<file path="src/rtl/chroma_upsample_stream_if.sv">
`default_nettype none
// ============================================================================
// Module      : chroma_upsample_stream_if
// Description : Block-in / beat-out handshake bundle for the chroma
//               upsampler. The master side is the producer of input blocks and
//               consumer of output beats; the slave side is the upsampler.
// Revision    : 1.0 - initial release
// ============================================================================
interface chroma_upsample_stream_if #(
  parameter int PIX_W = 9,
  parameter int CH_W  = 2
);

  // Input block handshake
  logic                          valid_in;
  logic                          ready_in;
  logic [CH_W-1:0]               ch_in;
  logic [1:0]                    mode_in;
  logic [7:0][7:0][PIX_W-1:0]    block_in;

  // Output beat handshake
  logic                          valid_out;
  logic                          ready_out;
  logic [7:0][7:0][PIX_W-1:0]    block_out;
  logic [CH_W-1:0]               ch_out;
  logic [1:0]                    quad_out;
  logic                          last_out;
  logic                          err_out;

  modport master (
    output valid_in, ch_in, mode_in, block_in, ready_out,
    input  ready_in, valid_out, block_out, ch_out, quad_out, last_out, err_out
  );

  modport slave (
    input  valid_in, ch_in, mode_in, block_in, ready_out,
    output ready_in, valid_out, block_out, ch_out, quad_out, last_out, err_out
  );

endinterface
`default_nettype wire

</file>
<file path="src/rtl/chroma_upsample_stream.sv">
`default_nettype none
// ============================================================================
// Module      : chroma_upsample_stream
// Description : Accepts one 8x8 block per handshake and emits it as 1, 2 or 4
//               upsampled 8x8 beats (4:4:4 / 4:2:2 / 4:2:0) by pixel
//               replication, under valid/ready backpressure.
//               Optional macro SUPSAMP_PERF_CNT_EN adds the accepted-block and
//               output-stall counters blk_cnt_out / stall_cnt_out.
// Revision    : 1.0 - initial release
// ============================================================================
module chroma_upsample_stream #(
  parameter int PIX_W = 9,
  parameter int CH_W  = 2
) (
  input  logic                        clk,
  input  logic                        rst,
  chroma_upsample_stream_if.slave     bus
`ifdef SUPSAMP_PERF_CNT_EN
  ,
  output logic [31:0]                 blk_cnt_out,
  output logic [31:0]                 stall_cnt_out
`endif
);

  // Channel tags
  localparam logic [CH_W-1:0] C_CH_Y  = CH_W'(0);
  localparam logic [CH_W-1:0] C_CH_CR = CH_W'(2);

  // Replication kinds held alongside the block
  localparam logic [1:0] C_KIND_COPY  = 2'd0;
  localparam logic [1:0] C_KIND_HORIZ = 2'd1;
  localparam logic [1:0] C_KIND_BOTH  = 2'd2;

  typedef enum logic [0:0] {
    IDLE = 1'b0,
    EMIT = 1'b1
  } state_t;

  state_t                       r_state;
  logic [7:0][7:0][PIX_W-1:0]   r_pix;
  logic [CH_W-1:0]              r_ch;
  logic [1:0]                   r_kind;
  logic [1:0]                   r_beat;
  logic [1:0]                   r_last_beat;
  logic                         r_err;

  logic                         w_out_fire;
  logic                         w_on_last;
  logic                         w_accept;
  logic                         w_illegal;
  logic [1:0]                   w_kind;
  logic [1:0]                   w_last_idx;
  logic [7:0][7:0][PIX_W-1:0]   w_block;

  // Handshake terms; ready_in is forced low for as long as rst is held
  assign w_out_fire   = (r_state == EMIT) && bus.ready_out;
  assign w_on_last    = (r_beat == r_last_beat);
  assign bus.ready_in = !rst && ((r_state == IDLE) || (w_out_fire && w_on_last));
  assign w_accept     = bus.valid_in && bus.ready_in;

  // Unknown tags are illegal; reserved mode is illegal only for chroma
  assign w_illegal = (bus.ch_in > C_CH_CR) ||
                     ((bus.ch_in != C_CH_Y) && (bus.mode_in == 2'd3));

  // Decode replication kind and final beat index; luma is never upsampled
  always_comb begin
    w_kind     = C_KIND_COPY;
    w_last_idx = 2'd0;
    if (bus.ch_in != C_CH_Y) begin
      case (bus.mode_in)
        2'd1: begin
          w_kind     = C_KIND_HORIZ;
          w_last_idx = 2'd1;
        end
        2'd2: begin
          w_kind     = C_KIND_BOTH;
          w_last_idx = 2'd3;
        end
        default: begin
          w_kind     = C_KIND_COPY;
          w_last_idx = 2'd0;
        end
      endcase
    end
  end

  // Control FSM plus block/tag capture; illegal blocks are swallowed and flagged
  always_ff @(posedge clk or posedge rst) begin
    if (rst) begin
      r_state     <= IDLE;
      r_pix       <= '0;
      r_ch        <= '0;
      r_kind      <= C_KIND_COPY;
      r_beat      <= 2'd0;
      r_last_beat <= 2'd0;
      r_err       <= 1'b0;
    end else begin
      r_err <= 1'b0;
      if (w_accept) begin
        r_beat <= 2'd0;
        if (w_illegal) begin
          r_err   <= 1'b1;
          r_state <= IDLE;
        end else begin
          r_state     <= EMIT;
          r_pix       <= bus.block_in;
          r_ch        <= bus.ch_in;
          r_kind      <= w_kind;
          r_last_beat <= w_last_idx;
        end
      end else if (w_out_fire) begin
        if (w_on_last) begin
          r_state <= IDLE;
          r_beat  <= 2'd0;
        end else begin
          r_beat <= r_beat + 2'd1;
        end
      end
    end
  end

  // Replicate the selected quadrant of the held block; quadrant row comes
  // from beat bit 1 and quadrant column from beat bit 0
  always_comb begin
    logic [2:0] v_row;
    logic [2:0] v_col;
    w_block = '0;
    v_row   = 3'd0;
    v_col   = 3'd0;
    for (int i = 0; i < 8; i++) begin
      for (int j = 0; j < 8; j++) begin
        v_row = 3'(i);
        v_col = 3'(j);
        if (r_kind == C_KIND_BOTH) begin
          v_row = {r_beat[1], 2'(i / 2)};
        end
        if (r_kind != C_KIND_COPY) begin
          v_col = {r_beat[0], 2'(j / 2)};
        end
        w_block[i][j] = r_pix[v_row][v_col];
      end
    end
  end

  assign bus.valid_out = (r_state == EMIT);
  assign bus.block_out = w_block;
  assign bus.ch_out    = r_ch;
  assign bus.quad_out  = r_beat;
  assign bus.last_out  = (r_state == EMIT) && w_on_last;
  assign bus.err_out   = r_err;

`ifdef SUPSAMP_PERF_CNT_EN
  logic [31:0] r_blk_cnt;
  logic [31:0] r_stall_cnt;

  // Free-running wrap-around counters for accepted blocks and stalled beats
  always_ff @(posedge clk or posedge rst) begin
    if (rst) begin
      r_blk_cnt   <= 32'd0;
      r_stall_cnt <= 32'd0;
    end else begin
      if (w_accept) begin
        r_blk_cnt <= r_blk_cnt + 32'd1;
      end
      if ((r_state == EMIT) && !bus.ready_out) begin
        r_stall_cnt <= r_stall_cnt + 32'd1;
      end
    end
  end

  assign blk_cnt_out   = r_blk_cnt;
  assign stall_cnt_out = r_stall_cnt;
`endif

endmodule
`default_nettype wire

</file>
<file path="src/flat_wrapper.sv">
// flat-port wrapper written by rule: the top's interface ports become plain ports
module chroma_upsample_stream_flat 
#(
  parameter int PIX_W = 9,
  parameter int CH_W  = 2
)
  (clk, rst, bus_valid_in, bus_ch_in, bus_mode_in, bus_block_in, bus_ready_out, bus_ready_in, bus_valid_out, bus_block_out, bus_ch_out, bus_quad_out, bus_last_out, bus_err_out);
  chroma_upsample_stream_if #(.PIX_W(PIX_W), .CH_W(CH_W)) bus_i ();
  input  logic clk;
  input  logic rst;
  input wire logic [$bits(bus_i.valid_in)-1:0] bus_valid_in;
  input wire logic [$bits(bus_i.ch_in)-1:0] bus_ch_in;
  input wire logic [$bits(bus_i.mode_in)-1:0] bus_mode_in;
  input wire logic [$bits(bus_i.block_in)-1:0] bus_block_in;
  input wire logic [$bits(bus_i.ready_out)-1:0] bus_ready_out;
  output wire logic [$bits(bus_i.ready_in)-1:0] bus_ready_in;
  output wire logic [$bits(bus_i.valid_out)-1:0] bus_valid_out;
  output wire logic [$bits(bus_i.block_out)-1:0] bus_block_out;
  output wire logic [$bits(bus_i.ch_out)-1:0] bus_ch_out;
  output wire logic [$bits(bus_i.quad_out)-1:0] bus_quad_out;
  output wire logic [$bits(bus_i.last_out)-1:0] bus_last_out;
  output wire logic [$bits(bus_i.err_out)-1:0] bus_err_out;
  assign bus_i.valid_in = bus_valid_in;
  assign bus_i.ch_in = bus_ch_in;
  assign bus_i.mode_in = bus_mode_in;
  assign bus_i.block_in = bus_block_in;
  assign bus_i.ready_out = bus_ready_out;
  assign bus_ready_in = bus_i.ready_in;
  assign bus_valid_out = bus_i.valid_out;
  assign bus_block_out = bus_i.block_out;
  assign bus_ch_out = bus_i.ch_out;
  assign bus_quad_out = bus_i.quad_out;
  assign bus_last_out = bus_i.last_out;
  assign bus_err_out = bus_i.err_out;
  chroma_upsample_stream #(.PIX_W(PIX_W), .CH_W(CH_W)) u_core (.clk(clk), .rst(rst), .bus(bus_i));
endmodule
</file>
<file path="config.mk">
export PLATFORM = sky130hd
export DESIGN_NAME = chroma_upsample_stream_flat
export DESIGN_NICKNAME = d
export VERILOG_FILES = /design/src/rtl/chroma_upsample_stream_if.sv /design/src/rtl/chroma_upsample_stream.sv /design/src/flat_wrapper.sv
export SDC_FILE = /design/constraint.sdc
export NUM_CORES = 2
export LEC_CHECK = 0
export ABC_CLOCK_PERIOD_IN_PS = 40600
export CAP_MARGIN = 20
export CORE_AREA = 5 5 448 450
export DETAILED_ROUTE_END_ITERATION = 8
export DIE_AREA = 0 0 453 455
export HOLD_SLACK_MARGIN = 0.15
export SETUP_SLACK_MARGIN = 0.5
export SLEW_MARGIN = 15
export SYNTH_ARGS = -nofsm -noshare
export SYNTH_HDL_FRONTEND = slang
export SYNTH_SLANG_ARGS = --single-unit
</file>
<file path="constraint.sdc">
create_clock -name clk -period 40.6 [get_ports clk]
set_input_delay 8.12 -clock clk [delete_from_list [all_inputs] [get_ports clk]]
set_output_delay 8.12 -clock clk [all_outputs]
set_load 0.005 [all_outputs]
</file>
== Word-level counts from Yosys, hierarchy flattened ==
Cells that the tools add are included.

* Flip-flop bits (word level): 586
* Output and inout port bits: 584
* Word-level logic and storage cells: 283

* Add/subtract/negate cells: 1
* Order comparisons: 17
* Equal/unequal tests: 5
* Multiplexer cells: 173
* Bitwise operators: 2
* Reductions and logical operators: 15

{| class="wikitable"
|+ Operator list
! operator !! number
|-
| 72-bit binary-select mux with 3-bit select || 8
|-
| 9-bit binary-select mux with 3-bit select || 64
|-
| 72-bit 2-to-1 mux || 8
|-
| 9-bit 2-to-1 mux || 64
|-
| 3-bit by 4-bit less-than comparator with 1-bit output (second input constant) || 16
|-
| 3-bit 2-to-1 mux || 16
|-
| 2-bit 2-to-1 mux || 5
|-
| 2-bit one-hot mux with 2 select lines || 2
|-
| 2-bit nonzero test || 4
|-
| 2-bit == test (second input constant) || 3
|-
| 1-bit logical AND || 6
|-
| 1-bit 2-to-1 mux || 6
|-
| 2-bit AND reduction || 2
|-
| 2-bit by 1-bit adder with 2-bit output (second input constant) || 1
|-
| 2-bit by 1-bit == test with 1-bit output (second input constant) || 1
|-
| 2-bit == test || 1
|-
| 2-bit > comparator (second input constant) || 1
|-
| 1-bit logical OR || 2
|-
| 1-bit NOT || 2
|-
| 1-bit logical NOT || 1
|}

== Longest topological paths before layout ==
* Depth after elaboration: 7
* Depth in mapped cells: 9
* Gate-level depth less buffers: 5

== Least setup slack after synthesis ==
OpenSTA, ideal clock, no wires.

* Kind: input-to-output
* Start point: input port bus_ready_out
* End point: output port bus_ready_in
* Arrival time: 8.589 ns
* Data required time: 32.480 ns
* Path slack: 23.891 ns
* Stages: 3
* Buffers on the path: 0
* Cell sequence: inv_1 -> o31a_1 -> nor2_1

* Cells in the longest elaborated chain, start to end: 4

{| class="wikitable"
|+ Ends and longest elaborated chain
! element !! line !! source
|-
| start: declaration || flat_wrapper.sv:15 || <nowiki>input wire logic [$bits(bus_i.ready_out)-1:0] bus_ready_out;</nowiki>
|-
| 1-bit logical AND || chroma_upsample_stream.sv:56 || <nowiki>assign w_out_fire = (r_state == EMIT) && bus.ready_out;</nowiki>
|-
| 1-bit logical AND || chroma_upsample_stream.sv:58 || <nowiki>assign bus.ready_in = !rst && ((r_state == IDLE) || (w_out_fire && w_on_last));</nowiki>
|-
| 1-bit logical OR || chroma_upsample_stream.sv:58 ||
|-
| 1-bit logical AND || chroma_upsample_stream.sv:58 ||
|-
| end: declaration || flat_wrapper.sv:16 || <nowiki>output wire logic [$bits(bus_i.ready_in)-1:0] bus_ready_in;</nowiki>
|}

Every way passes these cells.

== Worst setup path after layout ==
Same ends and word-level chain as after synthesis.

==> summary.txt <==
Timing
  • Slew margin rel.: 0.239
  • Final hold vios: 0
  • Least-Margin Pin Slew: 1.14 ns
  • Worst clock skew: 0.0385 ns
  • Tcrit/Tclk final: 0.444
  • Setup TNS Final: 0 ns
  • Unrepaired setup endpoints after global routing: no
  • Slew Limit Fails: 0
  • Final setup violation count: 0
  • Fmax: 55.5 MHz
  • Hold slack: 0.510 ns
  • Final min period: 18.03 ns
  • Post-route setup slack: 22.57 ns

Power and ir drop
  • Net Sw Frac: 0.536
  • Seq pwr share: 0.220
  • Combinational power share: 0.671
  • Power per Cell Area: 132 mW/mm²
  • Internal Power: 3.39 mW
  • Psw: 3.92 mW
  • Clk pwr share: 0.109
  • Pleak: 21.2 nW
  • Power Total: 7.31 mW
  • Worst vdd ir: 61.8 µV

Worst setup path
  • CP startpoint kind: input pin
  • Critical Path RT: 32.48 ns
  • Crit path DAT: 9.91 ns
  • CP Max Fanout: 4
  • Reg2Reg Depth: 9
  • RR Startpoint: u_core.bus.quad_out[0]
  • Kind of critical path: in2out
  • CP endpoint kind: primary output
  • RR Endpoint: u_core.r_pix[434]
  • Flop2flop setup slack: 34.83 ns

GRT
  • First-pass GRT wire length: 408 mm
  • Total GRT Usage: 0.299
  • Grt ovf: 0
  • Initial antenna violation count: 78
  • Number of global-route vias before repair: 38.9k
  • Largest net degree at the start of global routing: 147

Run
  • Max Cap Viol: 0

Detailed routing
  • Final ANT Viol Nets: 0
  • Detailed Routing Iterations Pass 1: 6
  • Wire per inst: 43.4 µm
  • Routed vias/inst: 5.34
  • Iter 0 DRT Violations: 4,621
  • Vias: 39.9k
  • DRC Markers: 0
  • Wirelength, routed: 324 mm

Final layout
  • Post-route cell area: 0.0552 mm²
  • Layout area overhead: 43.7%
  • Most common cell after layout, fill and taps aside: clkdlybuf4s50_1
  • Most frequent cells in the layout: 1,167 x clkdlybuf4s50_1, 593 x nand2_1, 581 x dfrtp_1
  • Final core utilization: 0.281
  • Post-route non-filler standard cell count: 7,465
  • Fraction of layout cells with a size suffix above 1: 0.162
  • Nets: 5,291

Clock network
  • Clock latency on the worst-skew pair: 0.75 ns
  • Post-CTS setup buffer count: 0
  • CTS Hold Bufs: 0
  • Clk buf depth: 3
  • CTS Buf Count: 82
  • Clock transition at path regs: 0.06 ns
  • Root Buffer: clkbuf_16
  • Number of clock sinks: 585
  • TritonCTS clock tree: done
  • Max H-tree Level: 3
  • CTS resizes: 0

Floorplan
  • Std cell rows: 163
  • I/O pins: 1,168
  • Die area: 0.206 mm²
  • Core footprint: 0.196 mm²
  • Die width: 453 µm
  • Initial Utilization: 0.196
  • Die Y: 455 µm

Status
  • Status: finished, final reports clean

Placed design
  • Area of placed instances: 0.0522 mm²
  • GP Congestion: 0.951
  • Final HPWL DP: 264 mm
  • Dpl ws: 22.58 ns
  • Port bufs: 1,167
  • Placed Cells: 7,259

Yosys
  • Xor and xnor fraction of the mapped netlist area: 0.000652
  • YS warnings: 0
  • Async SR Flop Fraction: 1.00
  • Count of mapped cells out of synthesis: 3,723
  • Adder-cell share of the synthesized area: 0.00124
  • Main synth FF type: dfrtp_1
  • Synth Area in Compound Gates: 0.165
  • Post-Syn Area: 0.0384 mm²
  • Register area share after synthesis: 0.381
  • Synth Area per Inst: 10.3 µm²
  • Net Count, Synth: 4,310
  • Simple logic cell fraction of the synthesized area: 0.0922
  • Post-synthesis mux area share: 0.310
  • Largest family of logic cells by synthesized area: multiplexers
  • Number of synthesized flops with an enable pin: 0
  • Synth Register Bits: 585
  • Count of different cell masters after synthesis: 61

Worst hold path
  • Hold Path Sink: u_core.bus.ch_out[1]
  • Worst hold path startpoint: u_core.bus.ch_out[1]
  • HP Class: reg2reg
  • Worst hold path depth: 1
==> per-layer routing <==
| layer | track usage | vias up | share of wire |
|---|---|---|---|
| met5 | 0 | - | 0.00026 |
| met2 | 0.489 | 2576 | 0.47 |
| met1 | 0.352 | 20800 | 0.37 |
| li1 | - | 15900 | - |
| met3 | 0.0779 | 613 | 0.083 |
| met4 | 0.186 | 12 | 0.072 |
==> cell type report <==
class                           instances  area (µm²)
Multi-Input combinational cell       2782       21900
Timing Repair Buffer                 1234       12200
Clock buffer                          116        2340
Tap cell                             2640        3300
Antenna cell                           59         148
Inverter                               19        81.3
Fill cell                           20800      141000
Clock inverter                         30         494
Sequential cell                       585       14700
==> power groups by stage <==
stage               clock (mW)  sequential [mW]  combinational (mW)
floorplan                    0             1.11                1.92
global placement             0             1.58                4.85
detailed placement           0             1.58                4.85
CTS                      0.811             1.58                4.88
global route             0.829             1.60                5.05
finish                   0.797             1.61                4.90
==> Yosys cell counts (10+ instances only) <==
cell type | instances | share of area
inv_1 | 16 | 0.0016
o32ai_1 | 36 | 0.0082
o21ai_0 | 231 | 0.030
dfrtp_1 | 585 | 0.38
a21o_1 | 60 | 0.012
a31oi_1 | 35 | 0.0057
and2_1 | 34 | 0.0055
a211oi_1 | 45 | 0.0088
mux2i_1 | 237 | 0.062
clkbuf_1 | 141 | 0.014
mux2_2 | 470 | 0.14
nand2_1 | 593 | 0.058
a221oi_1 | 10 | 0.0023
buf_6 | 25 | 0.0073
buf_4 | 57 | 0.011
nor2_1 | 188 | 0.018
o221ai_1 | 18 | 0.0041
mux4_2 | 84 | 0.049
buf_1 | 19 | 0.0019
o211ai_1 | 176 | 0.034
o21a_1 | 47 | 0.0092
a211o_1 | 29 | 0.0066
mux2_1 | 200 | 0.059
o32a_1 | 69 | 0.018
and3_1 | 10 | 0.0016
nor2b_1 | 22 | 0.0036
a22oi_1 | 18 | 0.0035
a221o_1 | 26 | 0.0068
buf_2 | 91 | 0.012
a21oi_1 | 76 | 0.0099
==> worst max-delay path by stage <==
stage / startpoint / end / depth (start not counted)
detailed placement: bus_ready_out / bus_ready_in / 5
CTS: bus_ready_out / bus_ready_in / 5
global placement: bus_ready_out / bus_ready_in / 5
global route: bus_ready_out / bus_ready_in / 5
finish: bus_ready_out / bus_ready_in / 5
floorplan: rst / u_core.bus.ch_out[0] / 1
==> sequential cells by signal, indices dropped and copies added, names as in the netlist <==
signal and cells:
u_core.r_last_beat 2, u_core.r_kind 1, u_core.bus.valid_out 1, u_core.r_pix 576, u_core.bus.err_out 1, u_core.bus.ch_out 2, u_core.bus.quad_out 2
==> cells by family after synthesis <==
logic type      count (synthesis)
flops                         585
buf+inv                       356
compound gates                906
xor+xnor                        2
fa+ha+maj                       4
simple gates                  875
mux                           995
==> critical path, cell delays in order <==
cell	delay (ns)
clkdlybuf4s50_1	0.59
inv_1	0.11
o31a_1	0.42
nor2_1	0.15
clkdlybuf4s50_1	0.52
No activity file was read; power rests on OpenSTA's default activity.
